## config.mk

```make
export PLATFORM = sky130hd
export DESIGN_NAME = shift_right_seq
export DESIGN_NICKNAME = d
export VERILOG_FILES = /design/src/rtl/shift_pkg.sv /design/src/rtl/shift_right_step.sv /design/src/rtl/shift_right_seq.sv
export SDC_FILE = /design/constraint.sdc
export NUM_CORES = 1
export LEC_CHECK = 0
export CAP_MARGIN = 5
export CORE_MARGIN = 1
export CORE_UTILIZATION = 45
export CTS_CLUSTER_DIAMETER = 100
export DETAILED_ROUTE_END_ITERATION = 12
export PLACE_DENSITY = 0.85
export SYNTH_ARGS = -nofsm -noshare
export SYNTH_HDL_FRONTEND = slang
export SYNTH_SLANG_ARGS = --single-unit
```

## constraint.sdc

```tcl
create_clock -name clk -period 2.15 [get_ports clk]
set_input_delay 0.43 -clock clk [delete_from_list [all_inputs] [get_ports clk]]
set_output_delay 0.43 -clock clk [all_outputs]
set_load 0.03 [all_outputs]
```

## src/rtl/shift_pkg.sv

```systemverilog
// shift_pkg: shared state encoding and default sizes for the iterative right shifter.
package shift_pkg;
    typedef enum logic [1:0] {IDLE, SHIFT, FIN} state_t;
    localparam int WIDTH_DEF = 32;
    localparam int SHAMT_W_DEF = 5;
    localparam int FAST_STEP = 4;
endpackage

```

## src/rtl/shift_right_step.sv

```systemverilog
// shift_right_step: one combinational right-shift step of 1 or 4 positions with a given fill bit.
module shift_right_step
    import shift_pkg::*;
#(
    parameter int WIDTH = WIDTH_DEF
) (
    input  logic [WIDTH-1:0] value,
    input  logic             fill,
    input  logic             step4,
    output logic [WIDTH-1:0] shifted
);
    always_comb shifted = step4 ? {{FAST_STEP{fill}}, value[WIDTH-1:FAST_STEP]} : {fill, value[WIDTH-1:1]};
endmodule

```

## src/rtl/shift_right_seq.sv

```systemverilog
// shift_right_seq: multi-cycle logical/arithmetic right shifter with start/busy/done handshake.
// Define SHIFT_RIGHT_SEQ_FAST4_EN to take 4-bit steps while at least 4 positions remain.
module shift_right_seq
    import shift_pkg::*;
#(
    parameter int WIDTH = WIDTH_DEF,
    parameter int SHAMT_W = SHAMT_W_DEF
) (
    input  logic               clk,
    input  logic               rst,
    input  logic               start,
    input  logic [WIDTH-1:0]   a,
    input  logic [SHAMT_W-1:0] shamt,
    input  logic               arith,
    output logic               busy,
    output logic               done,
    output logic [WIDTH-1:0]   y
);
    state_t             state, state_nx;
    logic [WIDTH-1:0]   sreg, shifted;
    logic [SHAMT_W-1:0] count, step_amt;
    logic               fill, step4, last;

`ifdef SHIFT_RIGHT_SEQ_FAST4_EN
    assign step4 = count >= SHAMT_W'(FAST_STEP);
`else
    assign step4 = 1'b0;
`endif
    assign step_amt = step4 ? SHAMT_W'(FAST_STEP) : SHAMT_W'(1);
    assign last = count == step_amt;

    shift_right_step #(.WIDTH(WIDTH)) u_step (
        .value(sreg),
        .fill(fill),
        .step4(step4),
        .shifted(shifted)
    );

    always_ff @(posedge clk or posedge rst)
        if (rst) state <= IDLE;
        else state <= state_nx;

    always_comb
        state_nx = state == IDLE  ? (start ? (shamt == '0 ? FIN : SHIFT) : IDLE) :
                   state == SHIFT ? (last ? FIN : SHIFT) : IDLE;

    always_comb begin
        busy = state == SHIFT;
        done = state == FIN;
    end

    // y is loaded on the edge entering FIN so it is already valid while done is high
    always_ff @(posedge clk or posedge rst)
        if (rst) begin
            sreg  <= '0;
            count <= '0;
            fill  <= 1'b0;
            y     <= '0;
        end else if (state == IDLE && start) begin
            sreg  <= a;
            count <= shamt;
            fill  <= arith & a[WIDTH-1];
            if (shamt == '0) y <= a;
        end else if (state == SHIFT) begin
            sreg  <= shifted;
            count <= count - step_amt;
            if (last) y <= shifted;
        end
endmodule

```

==> summary.md <==
| Metric | Value |
|---|---|
| Hold buffer count at CTS | 0 |
| Syn_nets | 377 |
| Peak supply drop | between 0.8 and 0.9 mV |
| DRC Markers | 0 |
| Crit path max-delay cell type | clkdlybuf4s50_1 |
| Critical-path cell list | nor2_1 -> clkdlybuf4s50_1 |
| Most common cell after layout, fill and taps aside | clkdlybuf4s50_1 |
| Number of synthesis warnings | 0 |
| Switching pwr | around 2.3 mW |
| Crit path to | done |
| ANT nets after route | 0 |
| Critical path depth | 2 |
| Sequential area share after synthesis | 0.535 |
| CP max stage delay | roughly 0.69 ns |
| Hold Crit Class | reg -> reg |
| Clock power frac | 0.163 |
| Final setup fails | 0 |
| Final hold vios | 0 |
| CTS buffer count | 9 |
| Starting Density | 0.478 |
| CP Capture Type | output pin |
| Finished Layout Cells | ~500 |
| Sw Share | 0.385 |
| Cell Rows | 30 |
| Data required, critical path | about 1.7 ns |
| Ys async rst share | 1.00 |
| Worst reg2reg path depth | 7 |
| Total setup buffers inserted after CTS | 0 |
| Unique masters post-synth | 30 |
| Die ar. | roughly 7700 µm² |
| Routed WL | approximately 8000 µm |
| Drt pass-1 iters | 4 |
| Share of post-route cells with drive strength above 1 | 0.0944 |
| Port buffer count | 74 |
| Vias | roughly 2800 |
| Total gr overflow | 0 |
| H-Tree Depth | 3 |
| Ys flop type | dfrtp_1 |
| Number of synthesized flops with an enable pin | 0 |
| Iter 0 DRT Violations | roughly 140 |
| Die H | roughly 88 µm |
| Int Pwr | approximately 3.7 mW |
| Clock slew at reported path FFs | ~0.07 ns |
| Register bit total from synthesis | a little over 70 |
| Mapped Area | 3320 µm² |
| Worst R2R End | y[16]$_DFFE_PP0P_ |
| Vias in the first global route | 2723 |
| WP buf/inv | 1 |
| WS Path Type | reg -> out |
| DR vias/cell | 5.46 |
| Placed insts | between 400 and 500 |
| Post-route minimum period | approximately 2.0 ns |
| Crit Reg-Reg Startpoint | count[1]$_DFFE_PP0P_ |
| Die X | about 88 µm |
| Final period util | 0.949 |
| Synth Area per Inst | between 9 and 10 µm² |
| Worst skew pair latency | 0.33 ns |
| Wire per inst | 15.3 µm |
| CORE AREA | about 6900 µm² |
| Root buffer cell | clkbuf_8 |
| Max_slew headroom | 0.699 |
| ANT cells | 0 |
| Status | completed |
| Register area | ~1800 µm² |
| Skew final | approximately 0.0070 ns |
| Fin util | 0.628 |
| Clock Sink Count | roughly 70 |
| CP delay by family, top | buffers and inverters |
| Logic pwr share | 0.427 |
| Syn Inst Count | approximately 330 |
| Fillers | 570 |
| Reg2Reg Setup Slack | between 0.3 and 0.4 ns |
| Cell Pwr Density | 1400 nW/µm² |
| Synthesis-to-layout area growth | 31.3% |
| Worst EP arrival | 1.61 ns |
| Maxcap violations | 0 |
| Max-slew violation count | 0 |
| Worst Hold Launch | y[4]$_DFFE_PP0P_ |
| Ports | between 70 and 80 |
| GPL Wtd Cong | between 0.8 and 0.9 |
| Area occupied by multi-input gates | between 1000 and 1500 µm² |
| Most frequent cells in the layout | clkdlybuf4s50_1 (73), dfrtp_1 (71), nand2_1 (64) |
| Global-route wire length before repair | roughly 13000 µm |
| Global Route Usage Sum | 0.215 |
| Seq pwr share | 0.410 |
| Worst Path Max Fanout | 5 |
| Post-DP HPWL | between 5000 and 6000 µm |
| Clock tree buffer depth | 2 |
| Startpoint Class | register |
| Static leakage | 1.79 nW |
| CTS tree | done |
| Pin count of the biggest net entering global routing | between 70 and 80 |
| Tightest Pin Transition | 0.450 ns |
| Hold depth | 1 |
| Fmax | slightly below 500 MHz |
| Unrepaired setup endpoints after global routing | false |
| # resized after CTS | 0 |
| Antenna violations before repair | 0 |
| Critical Path Start | state[0]$_DFF_PP0_ |
| Nets | around 450 |
-- worst reg2reg max path, stage by stage, from the launching register on --
cell and delay [ns]:
dfrtp_1 0.39, inv_1 0.10, ha_1 0.14, nor4b_2 0.39
nand3_4 0.16, buf_4 0.21, o22a_1 0.22, o21a_1 0.10
-- flip-flops by register name, summed over array words and instances, names as in the netlist --
register	cells
count	5
fill	1
sreg	31
state	2
y	32
-- through the flow --
stage | power, mW | TNS (ns) | hold slack, ns | setup WS (ns) | cell area, µm²
2_1_floorplan | 4.09 | 0 | 0.472 | 0.356 | 3320
3_3_place_gp | 5.00 | 0 | 0.473 | 0.0323 | 4180
3_5_place_dp | 5.12 | -0.159 | 0.480 | -0.0145 | 4180
4_1_cts | 6.13 | 0 | 0.496 | 0.111 | 4360
5_1_grt | 6.46 | 0 | 0.508 | 0.0632 | 4360
6_report | 6.09 | 0 | 0.493 | 0.109 | 4360
-- layer usage --
| layer | global-route usage | share of wire | vias to the layer above |
|---|---|---|---|
| met2 | 0.362 | 0.49 | 94 |
| met4 | 0.0894 | 0.017 | 0 |
| met3 | 0.0368 | 0.054 | 14 |
| met5 | 0 | 0 | - |
| met1 | 0.276 | 0.44 | 1342 |
| li1 | - | - | 1331 |
-- cell usage after synthesis (2+ instances only) --
library cell | number | share of area
clkbuf_1 | 12 | 0.014
o22a_1 | 32 | 0.084
buf_6 | 7 | 0.024
a31o_2 | 2 | 0.0053
dfrtp_1 | 71 | 0.54
o21a_1 | 32 | 0.072
nand2_1 | 64 | 0.072
nor2_1 | 37 | 0.042
o22ai_1 | 3 | 0.0057
ha_1 | 2 | 0.0075
buf_2 | 5 | 0.0075
o31ai_1 | 2 | 0.0045
a21oi_1 | 10 | 0.015
o21ai_0 | 5 | 0.0075
nor3_1 | 2 | 0.0030
a31oi_1 | 30 | 0.057
inv_1 | 5 | 0.0057
-- how the worst min path moves through the flow --
stage	endpoint	slack, ns
floorplan	sreg[31]$_DFFE_PP0P_	0.47
global placement	y[8]$_DFFE_PP0P_	0.47
detailed placement	y[7]$_DFFE_PP0P_	0.48
CTS	y[7]$_DFFE_PP0P_	0.50
global route	y[6]$_DFFE_PP0P_	0.51
finish	y[4]$_DFFE_PP0P_	0.49
-- power by group through the flow --
stage,registers (mW),clock network (mW),logic [mW]
after detailed placement,2.50,0,2.62
after CTS,2.49,1.01,2.63
final,2.49,0.991,2.60
after floorplan,2.98,0,1.11
after global routing,2.58,1.06,2.82
after global placement,2.46,0,2.53
-- logic make-up after synthesis --
family	Yosys count	share of synthesized area
AOI/OAI and AO/OA	117	0.254
and+or+nand+nor	113	0.149
DFF	71	0.535
adders and majority gates	2	0.00753
buffers and inverters	31	0.0539
-- final cells by class --
type,instances,share of cell area
Clock inverter,4,0.0109
Inverter,5,0.00517
Multi-Input combinational cell,232,0.313
Clock buffer,11,0.0301
Timing Repair Buffer,90,0.206
Tap cell,96,0.0276
Sequential cell,71,0.408
Note: power is estimated with default switching activity, not from simulation.
